$ cat src/rtl/mem_arbiter.sv
`default_nettype none
// ============================================================================
// Module      : mem_arbiter
// Description : Two-master (fetch / data) arbiter onto one shared memory
//               request bus, with one-cycle response routing to the issuer.
// Revision    : 1.0 - initial release
// ============================================================================
module mem_arbiter #(
    parameter int                     FIXED_PRIORITY   = 0,
    parameter int                     MAX_WAIT         = 4,
    parameter int                     ADDR_W           = 32,
    parameter int                     WORD_W           = 32,
    parameter int                     MEM_COUNT_W      = 2,
    parameter int                     MEM_CODE_W       = 3,
    parameter logic [MEM_COUNT_W-1:0] MEM_COUNT_NONE   = '0,
    parameter logic [MEM_CODE_W-1:0]  MEM_CODE_INVALID = '0
) (
    input  logic                   clk,
    input  logic                   aresetn,

    input  logic [ADDR_W-1:0]      i_m0_req_addr,
    input  logic [WORD_W-1:0]      i_m0_req_wr_data,
    input  logic                   i_m0_req_wr_en,
    input  logic [MEM_COUNT_W-1:0] i_m0_req_count,
    output logic                   o_m0_stall,
    output logic                   o_m0_res_valid,
    output logic [WORD_W-1:0]      o_m0_res_rd_data,
    output logic [MEM_CODE_W-1:0]  o_m0_res_code,

    input  logic [ADDR_W-1:0]      i_m1_req_addr,
    input  logic [WORD_W-1:0]      i_m1_req_wr_data,
    input  logic                   i_m1_req_wr_en,
    input  logic [MEM_COUNT_W-1:0] i_m1_req_count,
    output logic                   o_m1_stall,
    output logic                   o_m1_res_valid,
    output logic [WORD_W-1:0]      o_m1_res_rd_data,
    output logic [MEM_CODE_W-1:0]  o_m1_res_code,

    output logic [ADDR_W-1:0]      o_req_addr,
    output logic [WORD_W-1:0]      o_req_wr_data,
    output logic                   o_req_wr_en,
    output logic [MEM_COUNT_W-1:0] o_req_count,

    input  logic [WORD_W-1:0]      i_res_rd_data,
    input  logic [MEM_CODE_W-1:0]  i_res_code
);

    localparam logic [3:0] c_max_wait = 4'(MAX_WAIT);
    localparam logic [3:0] c_wait_sat = 4'hF;
    localparam bit         c_fixed    = (FIXED_PRIORITY != 0);

    logic       w_m0_active;
    logic       w_m1_active;
    logic       w_grant_valid;
    logic       w_grant_owner;

    logic       r_last_grant_q, r_last_grant_d;
    logic       r_pend_valid_q, r_pend_valid_d;
    logic       r_pend_owner_q, r_pend_owner_d;
    logic [3:0] r_m0_wait_q,    r_m0_wait_d;
    logic [3:0] r_m1_wait_q,    r_m1_wait_d;

    // Requests are masked while reset is held so the bus stays idle and both
    // masters see a stall.
    always_comb begin
        w_m0_active   = aresetn && (i_m0_req_count != MEM_COUNT_NONE);
        w_m1_active   = aresetn && (i_m1_req_count != MEM_COUNT_NONE);
        w_grant_valid = w_m0_active || w_m1_active;
        w_grant_owner = 1'b0;
        if (w_m0_active && w_m1_active) begin
            if (c_fixed) begin
                w_grant_owner = (r_m0_wait_q != c_max_wait);
            end else begin
                w_grant_owner = ~r_last_grant_q;
            end
        end else begin
            w_grant_owner = w_m1_active;
        end
    end

    always_comb begin
        o_req_addr    = '0;
        o_req_wr_data = '0;
        o_req_wr_en   = 1'b0;
        o_req_count   = MEM_COUNT_NONE;
        if (w_grant_valid) begin
            if (w_grant_owner) begin
                o_req_addr    = i_m1_req_addr;
                o_req_wr_data = i_m1_req_wr_data;
                o_req_wr_en   = i_m1_req_wr_en;
                o_req_count   = i_m1_req_count;
            end else begin
                o_req_addr    = i_m0_req_addr;
                o_req_wr_data = i_m0_req_wr_data;
                o_req_wr_en   = i_m0_req_wr_en;
                o_req_count   = i_m0_req_count;
            end
        end
    end

    always_comb begin
        o_m0_stall = ~aresetn | (w_m0_active &  w_grant_owner);
        o_m1_stall = ~aresetn | (w_m1_active & ~w_grant_owner);
    end

    always_comb begin
        r_last_grant_d = w_grant_valid ? w_grant_owner : r_last_grant_q;
        r_pend_valid_d = w_grant_valid;
        r_pend_owner_d = w_grant_valid ? w_grant_owner : r_pend_owner_q;

        r_m0_wait_d = 4'd0;
        if (w_m0_active && w_grant_owner) begin
            r_m0_wait_d = (r_m0_wait_q == c_wait_sat) ? c_wait_sat : r_m0_wait_q + 4'd1;
        end

        r_m1_wait_d = 4'd0;
        if (w_m1_active && !w_grant_owner) begin
            r_m1_wait_d = (r_m1_wait_q == c_wait_sat) ? c_wait_sat : r_m1_wait_q + 4'd1;
        end
    end

    // Last-grant resets to master 1 so the first tie goes to master 0.
    always_ff @(posedge clk or negedge aresetn) begin
        if (!aresetn) begin
            r_last_grant_q <= 1'b1;
            r_pend_valid_q <= 1'b0;
            r_pend_owner_q <= 1'b0;
            r_m0_wait_q    <= 4'd0;
            r_m1_wait_q    <= 4'd0;
        end else begin
            r_last_grant_q <= r_last_grant_d;
            r_pend_valid_q <= r_pend_valid_d;
            r_pend_owner_q <= r_pend_owner_d;
            r_m0_wait_q    <= r_m0_wait_d;
            r_m1_wait_q    <= r_m1_wait_d;
        end
    end

    // Response codes pass through untouched; only ownership is decided here.
    always_comb begin
        o_m0_res_valid   = r_pend_valid_q & ~r_pend_owner_q;
        o_m1_res_valid   = r_pend_valid_q &  r_pend_owner_q;
        o_m0_res_rd_data = o_m0_res_valid ? i_res_rd_data : '0;
        o_m1_res_rd_data = o_m1_res_valid ? i_res_rd_data : '0;
        o_m0_res_code    = o_m0_res_valid ? i_res_code : MEM_CODE_INVALID;
        o_m1_res_code    = o_m1_res_valid ? i_res_code : MEM_CODE_INVALID;
    end

endmodule
`default_nettype wire

$ cat config.mk
export PLATFORM = sky130hd
export DESIGN_NAME = mem_arbiter
export DESIGN_NICKNAME = d
export VERILOG_FILES = /design/src/rtl/mem_arbiter.sv
export SDC_FILE = /design/constraint.sdc
export NUM_CORES = 1
export LEC_CHECK = 0
export CAP_MARGIN = 5
export CORE_AREA = 2 2 123 125
export DETAILED_ROUTE_END_ITERATION = 8
export DIE_AREA = 0 0 125 127
export GPL_TIMING_DRIVEN = 0
export PLACE_DENSITY = 0.61
export SLEW_MARGIN = 20
export SYNTH_ARGS = -nofsm -noshare
export SYNTH_HDL_FRONTEND = slang
export SYNTH_SLANG_ARGS = --single-unit
$ cat constraint.sdc
create_clock -name clk -period 1.9 [get_ports clk]
set_input_delay 0.38 -clock clk [delete_from_list [all_inputs] [get_ports clk]]
set_output_delay 0.38 -clock clk [all_outputs]
set_load 0.01 [all_outputs]
=== After elaboration in Yosys (flattened, before gate mapping) ===
Cells that the tools add are included.

* Shift-type cells: 0
* Bitwise gates (word level): 10
* Order comparisons: 0
* Div/mod/pow operators: 0
* Mux-type cells: 13
* Reductions and logical operators: 6
* Multipliers: 0
* Add/subtract/negate cells: 0
* Equal/unequal tests: 0

{| class="wikitable"
|+ Operators by type and width
! operator !! number
|-
| 32-bit 2-to-1 mux || 6
|-
| 3-bit 2-to-1 mux || 2
|-
| 1-bit bitwise AND || 4
|-
| 2-bit 2-to-1 mux || 2
|-
| 1-bit inverter || 4
|-
| 2-bit nonzero test || 2
|-
| 1-bit logical AND || 3
|-
| 1-bit 2-to-1 mux || 3
|-
| 1-bit OR || 2
|-
| 1-bit logical OR || 1
|}

* Bits in writable memories: 0
* Latch bits: 0
* Bits in read-only memories: 0
* Output and inout port bits: 141
* Input bits: 171
* Memories kept: 0
* Flip-flop bits (word level): 3
* Logic and storage cells: 32

=== Logic depth before layout (Yosys ltp) ===
* Word-level depth: 7
* Gate-level depth with buffers: 6
* Gate-level depth less buffers: 3

=== Worst setup path before layout ===
OpenSTA, ideal clock, no wires.

* Path type: input to output
* Start point: in aresetn
* End point: out o_req_count[0]
* Buffers on the path: 3
* Stages on the path: 6
* Setup slack: 0.142 ns
* Arrival: 1.378 ns
* Cells stage by stage: buf_2 -> o21a_1 -> and2_1 -> buf_2 -> buf_4 -> o21ai_1

* Longest elaborated chain between the ends: 5

{| class="wikitable"
|+ Ends and longest elaborated chain
! element !! RTL line !! source
|-
| start, declared || 19 || <nowiki>input logic aresetn,</nowiki>
|-
| 1-bit logical AND, on equally long branches || 66, 67 ||
|-
| 1-bit logical AND || 70 || <nowiki>if (w_m0_active && w_m1_active) begin</nowiki>
|-
| 1-bit 2-to-1 mux || 70 ||
|-
| 2-bit 2-to-1 mux || 87 || <nowiki>if (w_grant_owner) begin</nowiki>
|-
| 2-bit 2-to-1 mux (*) || 86 || <nowiki>if (w_grant_valid) begin</nowiki>
|-
| end, declared || 42 || <nowiki>output logic [MEM_COUNT_W-1:0] o_req_count,</nowiki>
|}

Mark *: on every way between the ends. The rest lies on a longest branch, timed or not.

=== Worst setup path in the final report ===
* Start point: in i_m0_req_count[0]
* End point: out o_req_wr_data[7]

* Longest elaborated chain between the ends: 6

{| class="wikitable"
|+ Ends and longest elaborated chain
! element !! RTL line !! source
|-
| start, declared || 24 || <nowiki>input logic [MEM_COUNT_W-1:0] i_m0_req_count,</nowiki>
|-
| 2-bit nonzero test (*) || 66 || <nowiki>w_m0_active = aresetn && (i_m0_req_count != MEM_COUNT_NONE);</nowiki>
|-
| 1-bit logical AND (*) || 66 ||
|-
| 1-bit logical AND || 70 ||
|-
| 1-bit 2-to-1 mux || 70 ||
|-
| 32-bit 2-to-1 mux || 87 ||
|-
| 32-bit 2-to-1 mux (*) || 86 ||
|-
| end, declared || 40 || <nowiki>output logic [WORD_W-1:0] o_req_wr_data,</nowiki>
|}

Marked as above.

==> results.md <==
- Run status: complete, but fails checks
- Violated checks: negative setup slack
- Cell family contributing the most delay on the critical path: buffers and inverters
- Clock tree from TritonCTS: built
- Sort of element at the start of the critical path: input pin
- Worst VDD drop: 234 uV
- Die height: 127 um
- Fin nets: 873
- Mux contribution to synthesized area: 0%
- PD cells: 356 nW/um^2
- Post-synthesis area per instance: 5.49 sq um
- Final min period: 2.22 ns
- Final Hold Viols: 0
- Number of instances in the synthesized netlist: 335
- Synthesized-area fraction occupied by ao, oa, aoi and oai cells: 20.2%
- H-tree Lvls: 1
- Count of different cell masters after synthesis: 21
- Core region area: 14400 sq um
- Critical path startpoint: i_m0_req_count[0]
- Post-synthesis sequential area ratio: 4.15%
- DIE AREA: 15900 sq um
- Setup repair after global routing missed its margin: true
- Period utilisation layout: 117%
- Signal arrival time at the worst endpoint: 1.84 ns
- Final instance area: 6320 sq um
- Reg-to-reg setup timing slack: 0.41 ns
- Kind of capture point of the worst setup path: output pin
- Highest attainable clock frequency: 0.451 GHz
- Ratio of cells with drive above 1 in the final layout: 41.7%
- IO Count: 312
- Final setup fails: 67
- Number of fill cells: 1461
- Combinational family with the most area after synthesis: simple AND/OR/NAND/NOR gates
- Basic-gate share of the synthesized area counting and, or, nand and nor cells: 63.0%
- Sequential Area: 77.6 sq um
- Clk_skew: 0.000785 ns
- Antenna Cells: 0
- Instance area after placement: 5180 sq um
- Post-Layout Cell Count: 885
- Number of antenna violations at the first check in global routing: 0
- Worst Tran Pin Value: 0.665 ns
- Number of routed nets with antenna violations: 0
- Launch point of the worst reg-to-reg path: r_last_grant_q$_DFFE_PN1P_
- Netlist area before placement: 1840 sq um
- Vias in the first global route: 4260
- Path category of the worst min-delay check: in -> async
- Area share of xor/xnor cells in the synthesized design: 0%
- Post-Synthesis Net Count: 506
- Final core occ: 43.8%
- Via-per-instance ratio: 4.68
- TritonRoute pass-1 iters: 4
- Residual DRC count: 0
- Cell at the slowest stage of the critical path: or4_4
- Area of the multi-input gates: 2090 sq um
- Count of standard-cell rows: 44
- Global route overflow: 0
- Worst slew slack as a fraction of its limit: 55.7%
- Starting DRT DRC Count: 154
- Maximum single-stage delay on the critical path: 0.59 ns
- Clock latency at the later pin of the worst-skew pair: 0.22 ns
- Gp weighted congestion: 0.875
- Fin worst setup slack: -0.319 ns
- Overall track demand over capacity in global routing: 18.1%
- Area Overhead vs Synth: 244%
- Adder and majority cell fraction of the synthesized area: 0%
- Cell-by-cell trace of the critical path: buf_8 > or4_4 > buf_12 > clkbuf_16 > clkbuf_16 > nand3_1 > o21ai_1 > buf_2
- Clock transition at the register clock pins on the worst setup and hold paths after CTS: 0.03 ns
- TritonCTS Sinks: 3
- Pin count of the biggest net entering global routing: 11
- Seq cells post-synth: 3
- Via count of the routed design: 4144
- Crit-path max FO: 5
- CTS root buffer: clkbuf_16
- Power Total: 2.25 mW
- Reg2Reg Depth: 6
- Placed cell count: 830
- Reg-to-Reg End: r_pend_owner_q$_DFFE_PN0P_
- Wirelength per Cell: 18.5 um
- Slew Viols, Final: 0
- Max-Cap Viols: 0
- Post-DP HPWL: 11900 um
- Most common cell on crit path: clkbuf_16
- Starting Density: 12.7%
- Die Wd: 125 um
- Data required time of the critical path: 1.52 ns
- Clock Tree Buf Depth: 2
- Leak Pwr: 3.06 nW
- Number of port buffers: 311
- Wire length after detailed routing: 16400 um
- Class of the most critical setup path: in -> out
- Yosys warning count: 0
- TritonCTS buffer count: 3
- Buffering stage count on the worst path with inverters included: 5
- Wire length of the first global-routing pass: 22900 um
==> layer usage <==
metal  global-route usage [%]  part of all wire (%)  routed length [um]  vias up
met3                     2.93                   6.1                1000       22
li1                         -                     -                   -     1959
met5                        0                     0                   0        -
met1                     19.0                    37                6080     1940
met4                     5.16                   2.1                 350        0
met2                     36.7                    55                8950      223
==> cell usage in the layout, fill, tap and decap left out, types with 4 or more instances in the layout <==
master           count
o21ai_1             30
nand3_2             44
and3_1              35
buf_4               29
clkbuf_2            10
and2_4               5
buf_16               4
buf_12               7
dlygate4sd2_1       54
clkbuf_8             6
clkbuf_16            8
clkdlybuf4s50_1    165
nand2_1              4
buf_8               14
nand3_4             11
clkbuf_4             8
buf_2               76
nand3_1             78
and2_1              32
buf_6               22
o21ai_4              4
o21ai_2             35
==> synthesized netlist by cell type <==
library cell | count | area (sq um)
or2_2 | 1 | 6.26
buf_1 | 7 | 26.3
o21ai_2 | 1 | 8.76
and2_1 | 37 | 231
o21ai_0 | 27 | 135
o21a_1 | 1 | 7.51
nand2_1 | 4 | 15.0
or4_4 | 1 | 11.3
inv_1 | 1 | 3.75
buf_2 | 11 | 55.1
buf_4 | 1 | 7.51
nand3_1 | 133 | 666
nor2b_1 | 1 | 6.26
o21ai_1 | 41 | 205
a21o_1 | 2 | 15.0
buf_6 | 5 | 56.3
dfstp_2 | 1 | 26.3
and3_1 | 35 | 219
clkbuf_1 | 22 | 82.6
dfrtp_1 | 2 | 50.1
nor2_1 | 1 | 3.75
==> per-stage QoR <==
stage / worst slack (ns) / hold slack [ns] / TNS [ns]
final: -0.319 / 0.118 / -15.84
after global routing: -0.359 / 0.121 / -18.29
after CTS: -0.300 / 0.120 / -15.33
after detailed placement: -1.61 / 0.521 / -128.83
after global placement: -1.60 / 0.509 / -125.41
after floorplan: 0.142 / 0.0844 / 0
==> worst max-delay path by stage <==
| stage | cells past startpoint | end | slack (ns) |
|---|---|---|---|
| after CTS | 8 | o_req_addr[25] | -0.30 |
| after floorplan | 6 | o_req_count[0] | 0.14 |
| after global routing | 8 | o_req_wr_data[7] | -0.36 |
| final | 8 | o_req_wr_data[7] | -0.32 |
| after global placement | 8 | o_req_wr_data[28] | -1.60 |
| after detailed placement | 8 | o_req_wr_data[30] | -1.61 |
==> worst reg2reg max path, delay by kind of cell (launching register included) <==
family | cells | cell delay, ns
buffers and inverters | 3 | 0.40
AO/OA/AOI/OAI | 2 | 0.23
AND/OR/NAND/NOR | 1 | 0.18
flip-flops | 1 | 0.56
==> state kept, by name, indices dropped and copies added, names as in the netlist <==
signal and flops:
r_last_grant_q 1, r_pend_owner_q 1, r_pend_valid_q 1
==> report_power, final <==
part,internal [mW],leakage [nW],switching (mW)
registers,0.0748,0.0333,0.00974
clock network,0.277,0.0382,0.0589
logic,1.00,2.99,0.828
==> cell type report <==
class | instances | area share [%]
plain buffers | 44 | 7.29
clock buffers | 4 | 1.25
inverters | 1 | 0.0594
multi-input cells | 285 | 33.0
flip-flops and latches | 3 | 1.23
well taps | 184 | 3.64
repair buffers | 364 | 53.5
==> repair_timing <==
| action | 4_1_cts | 5_1_grt |
|---|---|---|
| pin swaps | 23 | 32 |
| gates cloned | 9 | 5 |
| hold buffers | 1 | 0 |
| gates resized for setup | 616 | 90 |
| setup endpoints to repair | 143 | 77 |
| hold endpoints to repair | 2 | 0 |
| buffers inserted | 36 | 5 |
==> cells by family after synthesis <==
family          after synthesis
simple gates                213
compound gates               72
flops                         3
buf+inv                      47
Note: power is estimated with default switching activity, not from simulation.
